===== src/rtl/alu_pkg.sv =====
// Shared definitions for the ALU result-bus arbiter slice.
package alu_pkg;

  localparam int NUM_SRC = 4;
  localparam int DATA_W  = 8;

  typedef enum logic {
    ARB_IDLE,
    ARB_GRANT
  } arb_state_t;

  localparam logic [NUM_SRC-1:0] SEL_NONE = 4'b0000;

  // Index of the source after i, wrapping modulo NUM_SRC.
  function automatic logic [1:0] next_idx(input logic [1:0] i);
    return i + 2'd1;
  endfunction

endpackage


===== src/rtl/rr_pick.sv =====
// Round-robin winner search: first set request at ptr, ptr+1, ... mod 4.
module rr_pick
  import alu_pkg::*;
(
  input  logic [NUM_SRC-1:0] i_req,
  input  logic [1:0]         i_ptr,
  output logic [NUM_SRC-1:0] o_grant,
  output logic [1:0]         o_idx
);

  logic [1:0] w_pos;

  // Scan farthest-first so the nearest requester to ptr is the last write.
  always_comb begin
    o_grant = SEL_NONE;
    o_idx   = 2'd0;
    w_pos   = 2'd0;
    for (int k = NUM_SRC - 1; k >= 0; k--) begin
      w_pos = i_ptr + 2'(k);
      if (i_req[w_pos]) begin
        o_grant        = SEL_NONE;
        o_grant[w_pos] = 1'b1;
        o_idx          = w_pos;
      end
    end
  end

endmodule


===== src/rtl/selector.sv =====
// One-hot 4:1 bus selector; an all-zero select drives zero onto the bus.
module selector
  import alu_pkg::*;
#(
  parameter int DATA_W = 8
) (
  input  logic [NUM_SRC-1:0] i_sel,
  input  logic [DATA_W-1:0]  i_d0,
  input  logic [DATA_W-1:0]  i_d1,
  input  logic [DATA_W-1:0]  i_d2,
  input  logic [DATA_W-1:0]  i_d3,
  output logic [DATA_W-1:0]  o_y
);

  assign o_y = ({DATA_W{i_sel[0]}} & i_d0) |
               ({DATA_W{i_sel[1]}} & i_d1) |
               ({DATA_W{i_sel[2]}} & i_d2) |
               ({DATA_W{i_sel[3]}} & i_d3);

endmodule


===== src/rtl/alu_bus_arbiter.sv =====
// Round-robin arbiter for the shared ALU result bus with a registered
// valid/ready output stage and a per-grant burst limit.
module alu_bus_arbiter
  import alu_pkg::*;
#(
  parameter int MAX_BURST = 4
) (
  input  logic                clk,
  input  logic                rst_n,
  input  logic [NUM_SRC-1:0]  req,
  input  logic [DATA_W-1:0]   data0,
  input  logic [DATA_W-1:0]   data1,
  input  logic [DATA_W-1:0]   data2,
  input  logic [DATA_W-1:0]   data3,
  output logic [NUM_SRC-1:0]  ack,
  output logic [NUM_SRC-1:0]  sel,
  output logic [DATA_W-1:0]   out_data,
  output logic                out_valid,
  input  logic                out_ready,
  output logic                busy
);

  localparam logic [3:0] LAST_CNT = 4'(MAX_BURST - 1);

  arb_state_t          r_state;
  arb_state_t          w_state_nxt;
  logic [NUM_SRC-1:0]  r_sel;
  logic [1:0]          r_gidx;
  logic [1:0]          r_ptr;
  logic [3:0]          r_cnt;
  logic [DATA_W-1:0]   r_out_data;
  logic                r_out_valid;

  logic [NUM_SRC-1:0]  w_pick;
  logic [1:0]          w_pick_idx;
  logic [DATA_W-1:0]   w_bus;
  logic                w_start;
  logic                w_req_g;
  logic                w_accept;
  logic                w_release;

  rr_pick u_pick (
    .i_req   (req),
    .i_ptr   (r_ptr),
    .o_grant (w_pick),
    .o_idx   (w_pick_idx)
  );

  selector #(.DATA_W(DATA_W)) u_sel (
    .i_sel (r_sel),
    .i_d0  (data0),
    .i_d1  (data1),
    .i_d2  (data2),
    .i_d3  (data3),
    .o_y   (w_bus)
  );

  // A stall on the output stage blocks accept but never releases the grant.
  assign w_start   = (r_state == ARB_IDLE) && (req != SEL_NONE);
  assign w_req_g   = |(req & r_sel);
  assign w_accept  = (r_state == ARB_GRANT) && w_req_g && (!r_out_valid || out_ready);
  assign w_release = (r_state == ARB_GRANT) &&
                     (!w_req_g || (w_accept && (r_cnt == LAST_CNT)));

  // State register.
  always_ff @(posedge clk or negedge rst_n) begin
    if (!rst_n) r_state <= ARB_IDLE;
    else        r_state <= w_state_nxt;
  end

  // Next-state and accept decode.
  always_comb begin
    w_state_nxt = r_state;
    ack         = SEL_NONE;
    case (r_state)
      ARB_IDLE:  if (w_start) w_state_nxt = ARB_GRANT;
      ARB_GRANT: begin
        if (w_accept)  ack         = r_sel;
        if (w_release) w_state_nxt = ARB_IDLE;
      end
      default:   w_state_nxt = ARB_IDLE;
    endcase
  end

  // Grant select, rotation pointer and burst counter.
  always_ff @(posedge clk or negedge rst_n) begin
    if (!rst_n) begin
      r_sel  <= SEL_NONE;
      r_gidx <= 2'd0;
      r_ptr  <= 2'd0;
      r_cnt  <= 4'd0;
    end else if (w_start) begin
      r_sel  <= w_pick;
      r_gidx <= w_pick_idx;
      r_cnt  <= 4'd0;
    end else if (w_release) begin
      r_sel  <= SEL_NONE;
      r_ptr  <= next_idx(r_gidx);
    end else if (w_accept) begin
      r_cnt  <= r_cnt + 4'd1;
    end
  end

  // Output stage: load on accept, drain when consumed with nothing new.
  always_ff @(posedge clk or negedge rst_n) begin
    if (!rst_n) begin
      r_out_data  <= '0;
      r_out_valid <= 1'b0;
    end else if (w_accept) begin
      r_out_data  <= w_bus;
      r_out_valid <= 1'b1;
    end else if (out_ready && r_out_valid) begin
      r_out_valid <= 1'b0;
    end
  end

  assign sel       = r_sel;
  assign out_data  = r_out_data;
  assign out_valid = r_out_valid;
  assign busy      = (r_state == ARB_GRANT);

endmodule


===== config.mk =====
export PLATFORM = sky130hd
export DESIGN_NAME = alu_bus_arbiter
export DESIGN_NICKNAME = d
export VERILOG_FILES = /design/src/rtl/alu_pkg.sv /design/src/rtl/rr_pick.sv /design/src/rtl/selector.sv /design/src/rtl/alu_bus_arbiter.sv
export SDC_FILE = /design/constraint.sdc
export NUM_CORES = 1
export LEC_CHECK = 0
export BUFFER_PORTS_ARGS = -buffer_cell sky130_fd_sc_hd__buf_2
export CAP_MARGIN = 40
export CORE_MARGIN = 3
export CORE_UTILIZATION = 48
export DETAILED_ROUTE_END_ITERATION = 8
export PLACE_DENSITY_LB_ADDON = 0.2
export SETUP_SLACK_MARGIN = 0.05
export SLEW_MARGIN = 40
export SYNTH_ARGS = -nofsm -noshare
export SYNTH_HDL_FRONTEND = slang
export SYNTH_SLANG_ARGS = --single-unit

===== constraint.sdc =====
create_clock -name clk -period 2.66 [get_ports clk]
set_clock_uncertainty 0.1 [all_clocks]
set_input_delay 0.532 -clock clk [delete_from_list [all_inputs] [get_ports clk]]
set_output_delay 0.532 -clock clk [all_outputs]
set_load 0.02 [all_outputs]

==> results.toml, run 1 <==
[outcome]
status = "finished clean"

[critical_path]
startpoint_type = "register"
cp_data_required_time_ns = 2.03
path_class = "register to output pin"
cp-end-kind = "output pin"
cpPeakStageDelay_ns = 0.52
path_cells = "a22oi_1 > nand2_1 > nand3_1 > nor2_1 > buf_2"
critical_path.max_fanout = 11
arrival_ns = 1.78
slowest_stage = "dfrtp_2"

[yosys]
synth_ff_type = "dfrtp_1"
syn_area_per_cell_um2 = 9.15
ys_warn_count = 0
synth_edf_count = 0
yosys-top-cells-area = "dfrtp_1 34%, a22oi_1 8.8%, ha_1 6.9%"
synth.net_count = 226
synth_area_mm2 = 0.00163
synthDistinctLibCells = 42
yosysTopAreaCellShare = 0.338
yosysSeqAreaShare = 0.338
synthArstFlopShare = 1.00
synth-seq-cells = 22
synth_cells = 178
synth_top_area_cell = "dfrtp_1"

[cts]
cts_made_buffers = 3
cts_setup_buffers = 0
clk_latency_ns = 0.31
root_buffer = "clkbuf_4"
cts_buffer_depth = 2
cts.clk_slew.worst_paths_ns = 0.12
cts.sinks = 22
tritoncts = "yes"
htree_num_levels = 1

[detailed_routing]
drt_pass1_iterations = 5
vias_per_cell = 5.75
drt_wl_total_um = 4160
drc = 0
via_count = 1571
ant_nets = 0
drt_iter0_drc = 84
wl_per_cell_um = 15.2

[global_routing]
gr-total-overflow = 0
grt_max_degree = 23
grt_pass1_wl_um = 6780
antenna_found_initial = 0
grt_usage = 0.201
grt_pass1_vias = 1508

[timing]
setup_viol = 0
finalWorstPathRequiredPeriod_ns = 2.41
worst_slew_pin_slew_ns = 0.668
hold_viol = 0
finalCritPeriodShare = 0.906
slew_violations = 0
relSlewSlack = 0.555
max_freq_mhz = 415
rsz0062_at_grt = "false"
fin_ws_ns = 0.251
finalSetupTns_ns = 0

[floorplan]
top_level_ports = 57
die-height_um = 64.3
core_area_mm2 = 0.00315
rows = 20
die_x_um = 64.3
initial_core_util = 0.517
die_area_mm2 = 0.00413

[place]
portBuffers = 56
dp_hpwl_um = 3080
dp_worst_setup_slack_ns = 0.375
routabilityCongestion = 0.805

[final_layout]
regArea_um2 = 556
antenna_cells = 0
multi_input_area_um2 = 975
drive_gt1_frac = 0.358
finalNetCount = 278
area_growth_pct = 20.4
num-fill-cells = 275

[power]
leakage_nw = 0.935
power_frac_comb = 0.645
p_int_mw = 1.18
p_sw_mw = 1.14
ir_drop_mv = 0.587
swShare = 0.492
pwr-share-seq = 0.275
powerDensity_mw_per_mm2 = 1180
clkPwrFrac = 0.080

[run]
cap_violations = 0

[hold_path]
min_path_type = "input port to async pin"
[power by group through the flow]
stage / logic [mW] / registers, mW / clock network, mW
2_1_floorplan: 1.05 / 0.709 / 0
4_1_cts: 1.48 / 0.631 / 0.188
6_report: 1.49 / 0.635 / 0.186
3_5_place_dp: 1.48 / 0.638 / 0
3_3_place_gp: 1.42 / 0.627 / 0
5_1_grt: 1.63 / 0.665 / 0.205
[layout make-up]
class                   count  area share
clock buffers               4      0.0185
inverters                   8      0.0153
multi-input cells         135       0.497
flip-flops and latches     22       0.283
well taps                  44      0.0281
repair buffers             60       0.158
[layout by cell type (no fill, tap or decap), types with 2 or more instances in the layout]
cell type	n
o22ai_1	4
buf_4	4
a22oi_1	19
a31o_1	4
clkbuf_4	3
a221oi_2	4
buf_2	56
a21o_1	2
xor2_1	2
dfrtp_1	18
a21oi_1	8
a31oi_1	9
ha_1	9
nor2_1	18
o21ai_0	11
mux2_2	2
dfrtp_2	4
inv_1	8
mux2i_1	7
nand3_1	2
nor3b_1	2
nand2_1	13
[synth_stat cells, drive strengths merged (4+ instances only)]
master  number
inv          8
dfrtp       22
o22ai        6
a21oi        8
nand2       13
mux2i        7
a31o         4
buf         11
a22oi       19
nor2        18
ha           9
a31oi        9
o21ai       12
a221oi       4
[metrics by stage]
| step | util | hold slack [ns] | instances | power [mW] | cell area (um2) |
|---|---|---|---|---|---|
| floorplan | - | 0.136 | 178 | 1.76 | 1630 |
| CTS | 0.621 | 0.0737 | 273 | 2.30 | 1960 |
| global placement | 0.609 | 0.382 | 269 | 2.05 | 1920 |
| finish | 0.622 | 0.0628 | 273 | 2.31 | 1960 |
| detailed placement | 0.609 | 0.399 | 269 | 2.11 | 1920 |
| global route | 0.622 | 0.0769 | 273 | 2.50 | 1960 |
[path summary, 6_finish.rpt]
path	from	end	slack, ns	cells past startpoint
max	sel[0]	ack[0]	0.25	5
min	rst_n	sel[3]	0.06	1
max reg2reg	r_ptr[1]	sel[1]	0.32	7
min reg2reg	r_gidx[0]	r_ptr[0]	0.41	1
max in group asynchronous	rst_n	sel[0]	2.04	1
min in group clk	out_ready	out_valid	0.40	3
[cells by family after synthesis]
kind of cell,synth area share
buffers and inverters,0.0668
multiplexers,0.0661
AO/OA/AOI/OAI,0.322
XOR/XNOR,0.0108
flip-flops,0.338
AND/OR/NAND/NOR,0.128
adder cells (fa/ha/maj),0.0691
[sequential cells by signal, indices dropped and copies added, names as in the netlist]
register	count
out_data	8
r_ptr	2
r_gidx	2
busy	1
r_cnt	4
out_valid	1
sel	4
[per-layer routing]
layer  vias to the layer above  track usage  routed length (um)
li1                        770            -                   -
met5                         -            0                   0
met4                         0       0.0475                  59
met1                       735        0.269                1890
met3                         7       0.0475                 294
met2                        59        0.327                1920
[critical path, delay by kind of cell, from the launching register on]
kind	cells	cell delay, ns
AOI/OAI and AO/OA	1	0.35
DFF	1	0.52
buffers and inverters	1	0.16
and+or+nand+nor	3	0.43
[repair_timing]
item	4_1_cts	5_1_grt
hold buffers	0	0
endpoints found under the setup margin	0	4
resized for setup	0	4
Note: power is estimated with default switching activity, not from simulation.
==> inputs of run 2 (changes only) <==
--- a/config.mk
+++ b/config.mk
@@ -11,6 +11,7 @@
 export CORE_UTILIZATION = 48
 export DETAILED_ROUTE_END_ITERATION = 8
 export PLACE_DENSITY_LB_ADDON = 0.2
+export REMOVE_ABC_BUFFERS = 1
 export SETUP_SLACK_MARGIN = 0.05
 export SLEW_MARGIN = 40
 export SYNTH_ARGS = -nofsm -noshare
==> run 2 against run 1 <==
  * Wire length increased by 6.3%
  * Cell count increased by 0.37%
  * Sequential share of layout area decreased by 0.29 points
  * Fmax about the same
  * Total power increased by 0.36%
==> results.toml, run 2 (synthesis results as in run 1) <==
[detailed_routing]
vias_per_cell = 5.83
drc = 0
ant_nets = 0
drt_wl_total_um = 4420
wl_per_cell_um = 16.1
drt_iter0_drc = 79
drt_pass1_iterations = 4
via_count = 1598

[floorplan]
initial_core_util = 0.517
die-height_um = 64.3
die_area_mm2 = 0.00413
top_level_ports = 57
die_x_um = 64.3
rows = 20
core_area_mm2 = 0.00315

[global_routing]
grt_usage = 0.221
use_met2 = 0.411
grt_use_met3 = 0.0351
grt_pass1_vias = 1597
grt.busiest_layer = "met2"
grt_max_degree = 23
gr-total-overflow = 0
antenna_found_initial = 0
grt_pass1_wl_um = 7240
grtUsageMet1 = 0.252

[final_layout]
drive_gt1_frac = 0.343
fin_cells = 274
final_common_cell = "buf_2"
finish.utilization = 0.623
antenna_cells = 0
area_growth_pct = 20.6
final_cell_mix = "56 x buf_2, 22 x dfrtp_1, 19 x a22oi_1, 18 x nor2_1, 13 x nand2_1"
finalNetCount = 279
largest_reg_flops = 8

[power]
clkPwrFrac = 0.082
leakage_nw = 0.946
p_sw_mw = 1.14
swShare = 0.492
power_frac_comb = 0.648
powerDensity_mw_per_mm2 = 1180
p_int_mw = 1.18
ir_drop_mv = 0.540
pwr-share-seq = 0.271

[timing]
relSlewSlack = 0.618
worst_slew_pin_slew_ns = 0.572
finalCritPeriodShare = 0.906
finalWorstPathRequiredPeriod_ns = 2.41
max_freq_mhz = 415
whs_ns = 0.0634
setup_viol = 0
hold_viol = 0
slew_violations = 0
rsz0062_at_grt = "false"

[critical_path]
critical_path.max_fanout = 11
startpoint_type = "register"
arrival_ns = 1.78
cp_data_required_time_ns = 2.03
cp-end-kind = "output pin"
ff2ff_setup_slack_ns = 0.30
reg2regPathDepth = 7
r2r-end = "sel[1]"
path_class = "register to output pin"
rr_startpoint = "r_ptr[1]"

[cts]
cts_setup_buffers = 0
htree_num_levels = 1
cts.sinks = 22
cts_resized = 0
cts_buffer_depth = 2
root_buffer = "clkbuf_4"
clk_latency_ns = 0.32
tritoncts = "yes"
cts_made_buffers = 3
ctsHoldBuffers = 0
cts.clk_slew.worst_paths_ns = 0.13

[place]
place_inst = 270
routabilityCongestion = 0.816
dp_hpwl_um = 3410
portBuffers = 56

[outcome]
status = "finished clean"

[run]
cap_violations = 0

[hold_path]
min_path_type = "input port to async pin"
[run 2: power groups by stage]
stage               logic (mW)  registers [mW]  clock network (mW)
floorplan                0.897           0.775                   0
detailed placement        1.50           0.640                   0
CTS                       1.50           0.631               0.194
finish                    1.50           0.629               0.189
global placement          1.44           0.629                   0
global route              1.64           0.653               0.217
[run 2: per-stage QoR]
stage	cell area [um2]	setup WS, ns	setup TNS (ns)	total power, mW
floorplan	1550	-0.0629	-0.0907	1.67
global placement	1930	0.464	0	2.07
CTS	1960	0.240	0	2.32
global route	1960	0.0821	0	2.51
finish	1960	0.249	0	2.32
detailed placement	1930	0.352	0	2.14
[run 2: worst max-delay path: stages, from the launching register on]
cell and delay, ns:
dfrtp_1 0.60, a22oi_1 0.21, nand2_1 0.12, nand3_1 0.20
nor2_1 0.15, buf_2 0.18
[run 2: layout make-up]
type,instances,area (um2)
Clock buffer,4,36.3
Tap cell,44,55.1
Timing Repair Buffer,61,318
Fill cell,279,1190
Inverter,8,30.0
Sequential cell,22,551
Multi-Input combinational cell,135,975
[run 2: how the worst max path moves through the flow]
| stage | startpoint | to | slack, ns | cells past startpoint |
|---|---|---|---|---|
| after detailed placement | r_ptr[1] | sel[1] | 0.35 | 7 |
| after floorplan | sel[0] | r_cnt[1] | -0.06 | 4 |
| final | sel[0] | ack[3] | 0.25 | 5 |
| after global routing | sel[0] | ack[1] | 0.08 | 5 |
| after CTS | sel[0] | ack[2] | 0.24 | 5 |
| after global placement | req[0] | ack[3] | 0.46 | 6 |
[run 2: per-layer routing]
| layer | routed length, um | vias up | share of wire |
|---|---|---|---|
| met5 | 0 | - | 0 |
| met3 | 347 | 9 | 0.079 |
| met4 | 78 | 0 | 0.018 |
| met2 | 2180 | 72 | 0.49 |
| li1 | - | 771 | - |
| met1 | 1810 | 746 | 0.41 |
==> inputs of run 3 (changes only) <==
--- a/config.mk
+++ b/config.mk
@@ -7,8 +7,10 @@
 export LEC_CHECK = 0
 export BUFFER_PORTS_ARGS = -buffer_cell sky130_fd_sc_hd__buf_2
 export CAP_MARGIN = 40
+export CELL_PAD_IN_SITES_DETAIL_PLACEMENT = 1
+export CELL_PAD_IN_SITES_GLOBAL_PLACEMENT = 1
 export CORE_MARGIN = 3
-export CORE_UTILIZATION = 48
+export CORE_UTILIZATION = 37
 export DETAILED_ROUTE_END_ITERATION = 8
 export PLACE_DENSITY_LB_ADDON = 0.2
 export REMOVE_ABC_BUFFERS = 1
==> run 3 against run 2 <==
  * First-iteration DRC count increased by 5.1%
  * Worst setup slack improved by 0.014 ns
  * Critical path depth unchanged
  * Sequential power decreased by 3.7%
  * Global-route usage decreased by 2.3 points
  * Count of clock-buffer cells in the layout decreased by 1
  * Total power increased by 6.7%
  * Sequential cell count unchanged
  * Utilization decreased by 13 points
  * Non-clock buffer count increased by 1
  * Fmax increased by 0.58%
  * Wire length increased by 12%
  * Largest cell class unchanged
==> results.toml, run 3 (synthesis results as in run 1) <==
[timing]
max_freq_mhz = 417
finalCritPeriodShare = 0.901
rsz0062_at_grt = "false"
slew_violations = 0
fin_ws_ns = 0.263
worst_slew_pin_slew_ns = 0.594
relSlewSlack = 0.604
setup_viol = 0
finalWorstPathRequiredPeriod_ns = 2.40
hold_viol = 0
whs_ns = 0.127

[cts]
root_buffer = "clkbuf_8"
ctsHoldBuffers = 0
tritoncts = "yes"
cts_buffer_depth = 2
clk_latency_ns = 0.27
cts.sinks = 22
cts.clk_slew.worst_paths_ns = 0.09
cts_setup_buffers = 0
htree_num_levels = 1
cts_resized = 0
cts_made_buffers = 3

[detailed_routing]
topRoutingLayerUsed = "met4"
drt_pass1_iterations = 4
drt_wl_total_um = 4960
met1_length_um = 1890
drc = 0
vias_per_cell = 5.84
via_count = 1641
wl_per_cell_um = 17.6
dr_wl_met2_um = 2730
ant_nets = 0
drt_iter0_drc = 83
dr_wl_met3_um = 275

[place]
dp_hpwl_um = 3950
routabilityCongestion = 0.795
dp_worst_setup_slack_ns = 0.352
portBuffers = 56
place_inst = 277

[final_layout]
antenna_cells = 0
drive_gt1_frac = 0.351
fin_cells = 281
finalNetCount = 280
final_common_cell = "buf_2"
final_cell_mix = "56 x buf_2, 21 x dfrtp_1, 19 x a22oi_1, 18 x nor2_1, 13 x nand2_1"
largest_reg_flops = 8
area_growth_pct = 23.7
finish.utilization = 0.490

[run]
cap_violations = 0

[critical_path]
cp_data_required_time_ns = 2.03
slowest_stage = "dfrtp_1"
startpoint_type = "register"
path_cells = "a22oi_1 > nand2_1 > nand3_1 > nor2_1 > buf_2"
cpPeakStageDelay_ns = 0.59
critical_path.max_fanout = 11
arrival_ns = 1.77
reg2regPathDepth = 7
cp-end-kind = "output pin"
path_class = "register to output pin"

[floorplan]
top_level_ports = 57
rows = 23
die_x_um = 72.4
die_area_mm2 = 0.00524
core_area_mm2 = 0.00412
die-height_um = 72.4
initial_core_util = 0.396

[power]
powerDensity_mw_per_mm2 = 1230
ir_drop_mv = 0.474
pwr-share-seq = 0.245
p_int_mw = 1.31
clkPwrFrac = 0.129
leakage_nw = 0.964
power.total_mw = 2.48
p_sw_mw = 1.17
power_frac_comb = 0.626
swShare = 0.473

[global_routing]
gr-total-overflow = 0
grt_pass1_vias = 1696
antenna_found_initial = 0
grt_max_degree = 23
grt_pass1_wl_um = 8110
grt_usage = 0.198

[hold_path]
min_path_type = "input port to async pin"

[outcome]
status = "finished clean"
run 3: metrics by stage:
| stage | cell area, um2 | TNS (ns) |
|---|---|---|
| 2_1_floorplan | 1550 | -0.0907 |
| 3_3_place_gp | 1940 | 0 |
| 3_5_place_dp | 1940 | 0 |
| 4_1_cts | 2010 | 0 |
| 5_1_grt | 2020 | 0 |
| 6_report | 2020 | 0 |
run 3: path summary, 6_finish.rpt:
kind | start | to | slack [ns]
min in group clk | r_gidx[1] | r_gidx[1] | 0.40
worst max register to register | r_ptr[1] | sel[3] | 0.38
worst min-delay path | rst_n | out_data[7] | 0.13
worst min register to register | r_gidx[1] | r_gidx[1] | 0.40
max in group asynchronous | rst_n | sel[1] | 1.95
worst max-delay path | sel[3] | ack[2] | 0.26
run 3: metal layers:
layer / GRT usage / vias up
met5: 0 / -
met4: 0.0585 / 0
met3: 0.0249 / 7
met2: 0.388 / 52
met1: 0.219 / 811
li1: - / 771
run 3: cell type report:
type,instances,area [um2]
fill,517,2100
timing repair buffer,62,325
tap,50,62.6
clock inverter,1,30.0
inverter,8,30.0
multi-input combinational,135,975
sequential,22,552
clock buffer,3,41.3
run 3: power groups by stage:
stage | Combinational [mW] | Clock, mW | Sequential (mW)
6_report | 1.55 | 0.319 | 0.606
5_1_grt | 1.71 | 0.340 | 0.633
4_1_cts | 1.56 | 0.326 | 0.609
3_5_place_dp | 1.56 | 0 | 0.615
3_3_place_gp | 1.49 | 0 | 0.601
2_1_floorplan | 0.897 | 0 | 0.775
run 3: worst max-delay path: cells and delay by family, from the launching register on:
kind | cells | cell delay [ns]
AO/OA/AOI/OAI | 1 | 0.20
buffers and inverters | 1 | 0.18
flip-flops | 1 | 0.59
AND/OR/NAND/NOR | 3 | 0.53
